==> config.mk <==
export PLATFORM = sky130hd
export DESIGN_NAME = wb_uart_lite
export DESIGN_NICKNAME = d
export VERILOG_FILES = /design/src/rtl/wb_uart_lite.sv
export SDC_FILE = /design/constraint.sdc
export NUM_CORES = 1
export LEC_CHECK = 0
export BUFFER_PORTS_ARGS = -buffer_cell sky130_fd_sc_hd__buf_2
export CORE_ASPECT_RATIO = 1.2
export CORE_MARGIN = 3
export CORE_UTILIZATION = 64
export DETAILED_ROUTE_END_ITERATION = 10
export GPL_TIMING_DRIVEN = 0
export HOLD_SLACK_MARGIN = 0.03
export PLACE_DENSITY = 0.85
export SLEW_MARGIN = 20
export SYNTH_ARGS = -nofsm -noshare
export SYNTH_HDL_FRONTEND = slang
export SYNTH_SLANG_ARGS = --single-unit
==> constraint.sdc <==
create_clock -name wb_clk_i -period 7.4 [get_ports wb_clk_i]
set_input_delay 1.48 -clock wb_clk_i [delete_from_list [all_inputs] [get_ports wb_clk_i]]
set_output_delay 1.48 -clock wb_clk_i [all_outputs]
set_load 0.05 [all_outputs]
==> src/rtl/wb_uart_lite.sv <==
// wb_uart_lite: Wishbone-classic 8N1 UART responder with a TX FIFO,
// a one-deep RX holding register and a level interrupt.
module wb_uart_lite #(
    parameter logic [15:0] BAUD_DIV_RESET = 16'd867,
    parameter int          TX_DEPTH       = 8
) (
    input  logic        wb_clk_i,
    input  logic        wb_rst_i,
    input  logic [7:0]  wb_adr_i,
    input  logic [31:0] wb_dat_i,
    input  logic [3:0]  wb_sel_i,
    input  logic        wb_we_i,
    input  logic        wb_cyc_i,
    input  logic        wb_stb_i,
    output logic [31:0] wb_dat_o,
    output logic        wb_ack_o,
    input  logic        uart_rx_i,
    output logic        uart_tx_o,
    output logic        irq_o
);

    localparam int AW = $clog2(TX_DEPTH);
    localparam logic [AW:0] FULL_CNT = (AW + 1)'(TX_DEPTH);

    typedef enum logic [1:0] {
        TX_IDLE,
        TX_START,
        TX_DATA,
        TX_STOP
    } tx_state_t;

    typedef enum logic [1:0] {
        RX_IDLE,
        RX_START,
        RX_DATA,
        RX_STOP
    } rx_state_t;

    // Bus decode
    logic       req;
    logic [2:0] reg_sel;
    logic       wr_tx;
    logic       rd_rx;
    logic       wr_stat;
    logic       wr_baud;
    logic       wr_ien;

    assign req     = wb_cyc_i & wb_stb_i & ~wb_ack_o;
    assign reg_sel = wb_adr_i[4:2];
    assign wr_tx   = req & wb_we_i & (reg_sel == 3'd0) & wb_sel_i[0];
    assign rd_rx   = req & ~wb_we_i & (reg_sel == 3'd1);
    assign wr_stat = req & wb_we_i & (reg_sel == 3'd2) & wb_sel_i[0];
    assign wr_baud = req & wb_we_i & (reg_sel == 3'd3);
    assign wr_ien  = req & wb_we_i & (reg_sel == 3'd4) & wb_sel_i[0];

    logic unused_bits;
    assign unused_bits = ^{wb_adr_i[7:5], wb_adr_i[1:0],
                           wb_dat_i[31:16], wb_sel_i[3:2]};

    // Control and status registers
    logic [15:0] baud_div;
    logic [1:0]  irq_en;
    logic        rx_valid;
    logic [7:0]  rx_byte;
    logic        rx_ovr;
    logic        frame_err;
    logic        tx_ovf;

    // TX FIFO
    logic [7:0]  fifo_mem [TX_DEPTH];
    logic [AW:0] wr_ptr;
    logic [AW:0] rd_ptr;
    logic [AW:0] tx_count;
    logic        tx_full;
    logic        tx_empty;
    logic        push;
    logic        pop;

    assign tx_count = wr_ptr - rd_ptr;
    assign tx_full  = (tx_count == FULL_CNT);
    assign tx_empty = (tx_count == '0);
    assign push     = wr_tx & ~tx_full;

    // TX FSM state
    tx_state_t   tx_state, tx_state_n;
    logic [15:0] tx_cnt, tx_cnt_n;
    logic [2:0]  tx_bit, tx_bit_n;
    logic [7:0]  tx_shift, tx_shift_n;
    logic        tx_line;
    logic        tx_tick;
    logic        tx_busy;

    assign tx_tick = (tx_cnt >= baud_div);
    assign tx_busy = (tx_state != TX_IDLE);
    assign pop     = (tx_state == TX_IDLE) & ~tx_empty;

    // RX path
    logic        rx_s1, rx_s2;
    rx_state_t   rx_state, rx_state_n;
    logic [15:0] rx_cnt, rx_cnt_n;
    logic [2:0]  rx_bit, rx_bit_n;
    logic [7:0]  rx_shift, rx_shift_n;
    logic        rx_load;
    logic        rx_ferr_set;
    logic [15:0] rx_half;

    assign rx_half = baud_div >> 1;

    // Read mux
    logic [31:0] rdata;
    logic [31:0] status;

    assign status = {25'd0, tx_ovf, frame_err, rx_ovr,
                     rx_valid, tx_busy, tx_empty, tx_full};

    always_comb begin
        rdata = 32'd0;
        unique case (reg_sel)
            3'd1:    rdata = {rx_valid, 23'd0, rx_byte};
            3'd2:    rdata = status;
            3'd3:    rdata = {16'd0, baud_div};
            3'd4:    rdata = {30'd0, irq_en};
            default: rdata = 32'd0;
        endcase
    end

    always_ff @(posedge wb_clk_i or posedge wb_rst_i) begin
        if (wb_rst_i) begin
            wb_ack_o <= 1'b0;
            wb_dat_o <= 32'd0;
        end else begin
            wb_ack_o <= req;
            wb_dat_o <= (req && !wb_we_i) ? rdata : 32'd0;
        end
    end

    always_ff @(posedge wb_clk_i or posedge wb_rst_i) begin
        if (wb_rst_i) begin
            baud_div <= BAUD_DIV_RESET;
            irq_en   <= 2'b00;
        end else begin
            if (wr_baud && wb_sel_i[0]) baud_div[7:0]  <= wb_dat_i[7:0];
            if (wr_baud && wb_sel_i[1]) baud_div[15:8] <= wb_dat_i[15:8];
            if (wr_ien) irq_en <= wb_dat_i[1:0];
        end
    end

    // Set beats write-1-to-clear when both land on the same edge
    always_ff @(posedge wb_clk_i or posedge wb_rst_i) begin
        if (wb_rst_i) begin
            rx_valid  <= 1'b0;
            rx_byte   <= 8'd0;
            rx_ovr    <= 1'b0;
            frame_err <= 1'b0;
            tx_ovf    <= 1'b0;
            irq_o     <= 1'b0;
        end else begin
            rx_valid  <= rx_load | (rx_valid & ~rd_rx);
            if (rx_load) rx_byte <= rx_shift;
            rx_ovr    <= (rx_load & rx_valid & ~rd_rx) |
                         (rx_ovr & ~(wr_stat & wb_dat_i[4]));
            frame_err <= rx_ferr_set |
                         (frame_err & ~(wr_stat & wb_dat_i[5]));
            tx_ovf    <= (wr_tx & tx_full) |
                         (tx_ovf & ~(wr_stat & wb_dat_i[6]));
            irq_o     <= |(irq_en & {tx_empty, rx_valid});
        end
    end

    always_ff @(posedge wb_clk_i) begin
        if (push) fifo_mem[wr_ptr[AW-1:0]] <= wb_dat_i[7:0];
    end

    always_ff @(posedge wb_clk_i or posedge wb_rst_i) begin
        if (wb_rst_i) begin
            wr_ptr <= '0;
            rd_ptr <= '0;
        end else begin
            if (push) wr_ptr <= wr_ptr + 1'b1;
            if (pop)  rd_ptr <= rd_ptr + 1'b1;
        end
    end

    always_ff @(posedge wb_clk_i or posedge wb_rst_i) begin
        if (wb_rst_i) begin
            tx_state  <= TX_IDLE;
            tx_cnt    <= 16'd0;
            tx_bit    <= 3'd0;
            tx_shift  <= 8'd0;
            uart_tx_o <= 1'b1;
        end else begin
            tx_state  <= tx_state_n;
            tx_cnt    <= tx_cnt_n;
            tx_bit    <= tx_bit_n;
            tx_shift  <= tx_shift_n;
            uart_tx_o <= tx_line;
        end
    end

    // Count >= divisor ends a bit, so a shrinking divisor cannot stall
    always_comb begin
        tx_state_n = tx_state;
        tx_cnt_n   = tx_cnt + 16'd1;
        tx_bit_n   = tx_bit;
        tx_shift_n = tx_shift;
        tx_line    = 1'b1;
        unique case (tx_state)
            TX_IDLE: begin
                tx_cnt_n = 16'd0;
                if (pop) begin
                    tx_state_n = TX_START;
                    tx_shift_n = fifo_mem[rd_ptr[AW-1:0]];
                end
            end
            TX_START: begin
                tx_line = 1'b0;
                if (tx_tick) begin
                    tx_state_n = TX_DATA;
                    tx_cnt_n   = 16'd0;
                    tx_bit_n   = 3'd0;
                end
            end
            TX_DATA: begin
                tx_line = tx_shift[tx_bit];
                if (tx_tick) begin
                    tx_cnt_n = 16'd0;
                    tx_bit_n = tx_bit + 3'd1;
                    if (tx_bit == 3'd7) tx_state_n = TX_STOP;
                end
            end
            TX_STOP: begin
                if (tx_tick) begin
                    tx_state_n = TX_IDLE;
                    tx_cnt_n   = 16'd0;
                end
            end
            default: tx_state_n = TX_IDLE;
        endcase
    end

    always_ff @(posedge wb_clk_i or posedge wb_rst_i) begin
        if (wb_rst_i) begin
            rx_s1    <= 1'b1;
            rx_s2    <= 1'b1;
            rx_state <= RX_IDLE;
            rx_cnt   <= 16'd0;
            rx_bit   <= 3'd0;
            rx_shift <= 8'd0;
        end else begin
            rx_s1    <= uart_rx_i;
            rx_s2    <= rx_s1;
            rx_state <= rx_state_n;
            rx_cnt   <= rx_cnt_n;
            rx_bit   <= rx_bit_n;
            rx_shift <= rx_shift_n;
        end
    end

    // Start bit is re-checked at mid-bit to reject line glitches
    always_comb begin
        rx_state_n  = rx_state;
        rx_cnt_n    = rx_cnt + 16'd1;
        rx_bit_n    = rx_bit;
        rx_shift_n  = rx_shift;
        rx_load     = 1'b0;
        rx_ferr_set = 1'b0;
        unique case (rx_state)
            RX_IDLE: begin
                rx_cnt_n = 16'd0;
                if (!rx_s2) rx_state_n = RX_START;
            end
            RX_START: begin
                if (rx_cnt >= rx_half) begin
                    rx_cnt_n   = 16'd0;
                    rx_bit_n   = 3'd0;
                    rx_state_n = rx_s2 ? RX_IDLE : RX_DATA;
                end
            end
            RX_DATA: begin
                if (rx_cnt >= baud_div) begin
                    rx_cnt_n   = 16'd0;
                    rx_shift_n = {rx_s2, rx_shift[7:1]};
                    rx_bit_n   = rx_bit + 3'd1;
                    if (rx_bit == 3'd7) rx_state_n = RX_STOP;
                end
            end
            RX_STOP: begin
                if (rx_cnt >= baud_div) begin
                    rx_cnt_n    = 16'd0;
                    rx_state_n  = RX_IDLE;
                    rx_load     = rx_s2;
                    rx_ferr_set = ~rx_s2;
                end
            end
            default: rx_state_n = RX_IDLE;
        endcase
    end

endmodule
=== Word level (Yosys, flattened, before mapping) ===
Memory sizes are Yosys's and may differ from the RTL's. A register that Yosys moved wholly into a read port is not among the register bits.
Cells that the tools add are included.

* Register bits after elaboration: 125
* RAM bits: 64
* Output and inout port bits: 35
* Logic and storage cells: 151
* Memories kept: 1

* $add $sub $neg: 7
* Magnitude comparators: 4
* Equality and inequality tests: 23
* Mux-type cells: 35
* Bitwise operators: 38
* Reduce and logical (&&, ||, !) cells: 20

{| class="wikitable"
|+ Memory list
! memory !! depth !! width !! read ports !! clocked after memory_dff !! write ports !! line !! source
|-
| fifo_mem || 8 || 8 || 1 || 1 || 1 || 70 || <nowiki>logic [7:0] fifo_mem [TX_DEPTH];</nowiki>
|}

{| class="wikitable"
|+ Operators by type and width
! cell !! number
|-
| $pmux W32 S4 || 1
|-
| $mux W16 || 3
|-
| $pmux W16 S3 || 1
|-
| $add A16 B1 Y16 const B || 2
|-
| $ge A16 B16 Y1 || 2
|-
| $mux W32 || 1
|-
| $pmux W16 S2 || 1
|-
| $and A1 B1 Y1 || 24
|-
| $mux W2 || 11
|-
| $ne A2 B2 Y1 const B || 10
|-
| $ge A16 B15 Y1 || 1
|-
| $pmux W2 S4 || 2
|-
| $mux W3 || 4
|-
| $pmux W3 S2 || 2
|-
| $reduce_and A5 Y1 || 2
|-
| $eq A3 B3 Y1 const B || 3
|-
| $not A1 Y1 || 9
|-
| $add A4 B1 Y4 const B || 2
|-
| $eq A2 B2 Y1 const B || 4
|-
| $mux W1 || 7
|-
| $add A3 B1 Y3 const B || 2
|-
| $eq A3 B2 Y1 const B || 2
|-
| $reduce_and A3 Y1 || 2
|-
| $reduce_bool A2 Y1 || 3
|-
| other kinds (17) || 26
|}

=== Logic depth before layout (Yosys ltp) ===
Gate-level depths: netlist of run 1.

* Word-level depth: 9
* Gate-level depth with buffers: 10

=== Worst setup path after synthesis of run 1 ===
No wires, ideal clock.

* Path type: input port to flip-flop
* From: in wb_stb_i
* To: mem fifo_mem[4][0], enable pin
* Setup time: 0.385 ns
* Data arrival time: 3.310 ns
* Data required time: 7.015 ns
* Setup slack: 3.705 ns
* Cell stages on the path: 6
* Path buffers: 0
* Cells stage by stage: and3b_2 > nand3_2 > or4_4 > a31oi_2 > nand2_1 > nor3b_1

* Word-level cells in the longest chain between the ends: 8

{| class="wikitable"
|+ RTL lines
! item !! line !! source
|-
| start, declared || 14 || <nowiki>input logic wb_stb_i,</nowiki>
|-
| $and A1 B1 Y1 (2 in a row) || 48 || <nowiki>assign req = wb_cyc_i & wb_stb_i & ~wb_ack_o;</nowiki>
|-
| $and A1 B1 Y1 (3 in a row) || 50 || <nowiki>assign wr_tx = req & wb_we_i & (reg_sel == 3'd0) & wb_sel_i[0];</nowiki>
|-
| $and A1 B1 Y1 || 82 || <nowiki>assign push = wr_tx & ~tx_full;</nowiki>
|-
| $mux W1 || 171 || <nowiki>if (push) fifo_mem[wr_ptr[AW-1:0]] <= wb_dat_i[7:0];</nowiki>
|-
| $mux W1 (not written as such) || 171 ||
|-
| end, declared || 70 ||
|}

Every way passes these cells.

=== Final worst setup path of run 1 ===
* From: reg rd_ptr[1]
* To: mem fifo_mem[5][7], enable pin

* Word-level cells in the longest chain between the ends: 6

{| class="wikitable"
|+ RTL lines
! item !! line !! source
|-
| start, declared || 72 || <nowiki>logic [AW:0] rd_ptr;</nowiki>
|-
| start signal, assigned || 180 || <nowiki>if (pop) rd_ptr <= rd_ptr + 1'b1;</nowiki>
|-
| $sub A4 B4 Y4 || 79 || <nowiki>assign tx_count = wr_ptr - rd_ptr;</nowiki>
|-
| $eq A4 B4 Y1 || 80 || <nowiki>assign tx_full = (tx_count == FULL_CNT);</nowiki>
|-
| $not A1 Y1 || 82 ||
|-
| $and A1 B1 Y1 || 82 ||
|-
| $mux W1 || 171 ||
|-
| $mux W1 (not written as such) || 171 ||
|}

Every way passes these cells.

==> results of run 1 <==
## sequential cells by signal, summed over array words and instances (netlist names), 8 cells and up, named ones only
register and flops:
fifo_mem 64, rx_byte 8, wb_dat_o 17, rx_cnt 16
tx_cnt 16, rx_shift 8, baud_div 16, tx_shift 8
## power by group through the flow
stage                     clock network [mW]  logic, mW  registers, mW
after floorplan                            0      0.670           1.24
after global placement                     0      0.821           1.24
after detailed placement                   0      0.882           1.25
after CTS                              0.904      0.896           1.23
after global routing                   0.944      0.984           1.25
final                                  0.899      0.892           1.23
## layout make-up
type                    count  area share
inverters                  34      0.0132
clock buffers              19      0.0430
multi-input cells         473       0.376
plain buffers              35      0.0216
flip-flops and latches    182       0.486
well taps                 168      0.0209
clock inverters            13      0.0143
repair buffers             47      0.0256
## kinds of logic (layout without fill, tap and decap cells)
group / after synthesis / after routing / synth area share
multiplexers: 66 / 66 / 0.105
other: 1 / 15 / 0.000420
adder cells (fa/ha/maj): 63 / 63 / 0.0883
AO/OA/AOI/OAI: 79 / 79 / 0.0601
flip-flops: 182 / 182 / 0.547
XOR/XNOR: 37 / 37 / 0.0363
buffers and inverters: 69 / 148 / 0.0387
AND/OR/NAND/NOR: 213 / 213 / 0.124
## synthesized netlist by cell type (all sizes together) (5+ instances only)
master | instances | area, um^2
xnor2 | 18 | 158
nor3 | 14 | 70.1
inv | 33 | 124
a21oi | 21 | 109
o21ai | 22 | 114
dfstp | 9 | 236
dfrtp | 109 | 2730
nor2b | 9 | 56.3
edfxtp | 64 | 1920
mux2i | 5 | 50.1
a22oi | 7 | 52.6
xor2 | 19 | 166
buf | 24 | 176
nand3 | 22 | 115
a31oi | 6 | 43.8
mux4 | 18 | 405
mux2 | 43 | 484
nand2 | 68 | 263
ha | 63 | 788
and3 | 6 | 37.5
clkbuf | 11 | 41.3
nand4 | 9 | 56.3
nor3b | 8 | 65.1
nor2 | 54 | 268
## metal layers
metal | vias up | wire [um]
met5 | - | 0
met3 | 49 | 761
met1 | 2911 | 7280
met4 | 0 | 522
li1 | 2677 | -
met2 | 163 | 10200
## final timing paths
check / start / end / slack (ns) / depth (start not counted)
min in group asynchronous: wb_rst_i / tx_cnt[13] / 1.09 / 2
min: rx_s1 / rx_s2 / 0.36 / 0
max in group asynchronous: wb_rst_i / baud_div[1] / 5.56 / 3
min reg2reg: rx_s1 / rx_s2 / 0.36 / 0
max: rd_ptr[1] / fifo_mem[5][7] / 3.29 / 10
max reg2reg: rd_ptr[1] / fifo_mem[5][7] / 3.29 / 10
## worst max-delay path, stage by stage (launching register included)
cell and delay [ns]:
dfrtp_1 0.36, clkbuf_1 0.46, clkbuf_1 0.50, inv_1 0.12, ha_1 0.31, nor2b_1 0.13, o21a_1 0.18, or3_4 0.40
a31oi_2 0.36, nand2_1 0.19, nor3b_2 0.73
==> metrics, run 1 <==
Num Clock Sinks 182; Final Skew about 0.011 ns; layout cell share with drive strength beyond 1 0.234; full die area ~15000 um^2; Vias 5800; Syn Area/Cell 12.6 um^2; Post-CTS Setup Bufs 0; diodes inserted 0; first-pass GRT wire length between 30000 and 40000 um; Post-DRT Antenna Nets 0; Final HPWL DP around 13000 um; Layout Cells excl Fill between 900 and 1000; Final Util 0.750; P_sw 0.995 mW; total track usage 0.259; core area roughly 13000 um^2; Netlist cell types 71; Buffers on Ports between 40 and 50; Cell Area, Synth ~9000 um^2; internal power between 2 and 2.5 mW; clock buffer depth 2; M2 GR Usage 0.461; # IOs between 80 and 90; register area 4890 um^2; total CTS buffers 17; status completed; Hold Vio Cnt, Final 0; Routability Congestion between 0.8 and 0.9; Die Wd 114 um; register area share after synthesis 0.547; Tot Pwr ~3.0 mW; multi-input logic area about 3800 um^2; CTS tree yes; most frequent cells in the layout dfrtp_1, nand2_1, edfxtp_1; Seq pwr share 0.408; vias in the first global route around 6300; Final setup viols 0; min Tclk post-route a little over 4 ns; H-tree depth 4; Crit Path Class flop to flop; post-cts sizing count 0; Slew Limit Fails 0; pin count of the biggest net entering global routing slightly below 70; worst ir drop on vdd 0.221 mV; hold buffers post-CTS 0; fill count around 820; Clock power frac 0.297; Final Cell Area just over 10000 um^2; clock latency on the worst-skew pair between 0.4 and 0.5 ns; Mapped Cells 710; DP Cell Count approximately 940; Max-slew headroom 0.369; GRT met1 Usage 0.308; setup_tns 0 ns; fin nets around 900; sw frac 0.329; final setup margin approximately 3.3 ns; DP Area roughly 9500 um^2; starting density of the core 0.666; Comb pwr share 0.295; most frequently used flop master after synthesis dfrtp_1; routed vias/inst roughly 6.0; Hold Slack between 0.3 and 0.4 ns; dpl ws 3.00 ns; Pre-antenna DRT Iters 5; Lkg Pwr ~4.5 nW; DR iter-0 viols about 400; Tightest Pin Transition 0.939 ns; row count 46; CP Max Fanout 10; clock root cell clkbuf_16; warnings from Yosys 0; grt ovf 0; CP arrival 4.18 ns; RSZ-0062 raised after global routing no; met3 Resource Use GR 0.0532; PD cells 301 nW/um^2; Final period util 0.556; Required @ worst endpoint about 7.5 ns; Async SR Flop Fraction 0.648; number of synthesized flops with an enable pin between 60 and 70; most common cell after layout, fill and taps aside dfrtp_1; DRC viols 0; Startpoint Class flop; wire length per cell a little under 20 um; Layout area overhead 12.7%; CP endpoint kind flop; Hold Crit Class flop to flop; gr busiest metal met2; initial antenna violation count 0; die height 135 um; Reg clk slew, reported paths roughly 0.070 ns; Yosys reg bits around 180; Fmax achieved between 200 and 250 MHz; max-cap viol count 0; total wire length approximately 19000 um
Power figures use the tool's default switching activity.
==> run 2: changes to the inputs <==
CORE_UTILIZATION = 60   (was 64)
PLACE_DENSITY = 0.81   (was 0.85)
clock period = 3.99 ns   (was 7.4 ns; I/O delays follow)
==> metrics, run 2 (synthesis results as in run 1) <==
CP delay by family, top simple AND/OR/NAND/NOR gates; Tot Pwr about 5.6 mW; Max-slew headroom 0.383; clock buffer depth 2; dpl ws -0.445 ns; RSZ-0062 raised after global routing no; Pre-antenna DRT Iters 4; wire length per cell roughly 19 um; DR iter-0 viols roughly 410; CP Max Fanout 10; CP endpoint kind flop; routed vias/inst around 5.8; Slew Limit Fails 0; Final HPWL DP about 13000 um; # IOs 85; full die area approximately 16000 um^2; Final Skew 0.0106 ns; min Tclk post-route around 3.6 ns; DRC viols 0; Largest register FFs 64; Hold Slack 0.356 ns; Die Wd 117 um; cell mode on critical path clkbuf_2; fin nets 903; most frequent cells in the layout dfrtp_1, nand2_1, edfxtp_1; Required @ worst endpoint between 4 and 5 ns; first-pass GRT wire length around 31000 um; Vias ~5800; worst ir drop on vdd 0.269 mV; CP arrival about 3.7 ns; Final Util 0.700; Reg clk slew, reported paths 0.07 ns; flop2flop setup slack between 0.3 and 0.4 ns; Post-DRT Antenna Nets 0; most common cell after layout, fill and taps aside dfrtp_1; crit-path max cell delay ~0.62 ns; Lkg Pwr roughly 4.5 nW; final setup margin ~0.35 ns; diodes inserted 0; reg2reg path depth 10; max-cap viol count 0; r2r startpoint rd_ptr[1]; total track usage 0.240; Buffers on Ports 46; status completed; Hold Crit Class input port to asynchronous set/reset pin; Tightest Pin Transition between 0.9 and 1 ns; Fmax achieved roughly 270 MHz; CTS tree yes; row count 48; die height approximately 140 um; clock latency on the worst-skew pair 0.43 ns; Hold Vio Cnt, Final 0; Final period util 0.913; Startpoint Class flop; grt ovf 0; Routability Congestion 0.859; WP buf/inv 3; vias in the first global route between 6000 and 7000; initial antenna violation count 0; Layout area overhead 13.5%; Crit Path Class flop to flop; crit-path cells clkbuf_2 > clkbuf_2 > inv_1 > ha_1 > nor2b_1 > o21a_1 > or3_4 > a31oi_2 > nand2_1 > nor3_2; total wire length between 15000 and 20000 um; Worst R2R End fifo_mem[1][3]; total CTS buffers 17; Num Clock Sinks ~180; Final setup viols 0; core area approximately 14000 um^2; layout cell share with drive strength beyond 1 0.242; slowest stage cell, crit path nor3_2; PD cells between 500 and 600 nW/um^2; starting density of the core 0.617; clock root cell clkbuf_16; pin count of the biggest net entering global routing 84; H-tree depth 4
-- run 2: worst max path at each step --
stage / start / to / slack [ns] / cells past startpoint
3_5_place_dp: rd_ptr[1] / fifo_mem[1][2] / -0.45 / 10
3_3_place_gp: wb_rst_i / rx_shift[4] / -1.19 / 2
6_report: rd_ptr[1] / fifo_mem[1][3] / 0.35 / 10
4_1_cts: rd_ptr[1] / fifo_mem[1][4] / 0.10 / 10
2_1_floorplan: wb_rst_i / asynchronous set/reset pin / 0.08 / 1
5_1_grt: rd_ptr[1] / fifo_mem[1][6] / 0.14 / 10
-- run 2: metrics by stage --
stage | instances | cell area (um^2) | TNS [ns]
after floorplan | 724 | 8980 | 0
after global placement | 970 | 9460 | -142.23
after detailed placement | 971 | 9520 | -5.51
after CTS | 1003 | 10100 | 0
after global routing | 1003 | 10100 | 0
final | 1003 | 10100 | 0
-- run 2: cell type report --
cell class                 count  area [um^2]
multi-input combinational    473         3810
inverter                      34          133
sequential                   182         4890
timing repair buffer          47          258
clock inverter                15          160
buffer                        35          220
fill                         978         4340
clock buffer                  17          425
tap                          200          250
-- run 2: power breakdown --
group | internal (mW) | total [mW] | switching, mW
sequential | 2.13 | 2.29 | 0.164
clock | 0.835 | 1.61 | 0.779
combinational | 0.709 | 1.66 | 0.951
-- run 2: per-layer routing --
layer | vias to the layer above | GRT usage | wire, um
met5 | - | 0 | 0
met4 | 0 | 0.100 | 623
met3 | 38 | 0.0467 | 613
met2 | 126 | 0.442 | 10300
met1 | 2932 | 0.272 | 7370
li1 | 2687 | - | -
-- run 2: what timing repair did --
action / CTS / global route
pin swaps: 0 / 0
setup buffers: 0 / 0
endpoints found under the setup margin: 32 / 24
hold buffers: 0 / 0
gates resized for setup: 6 / 2
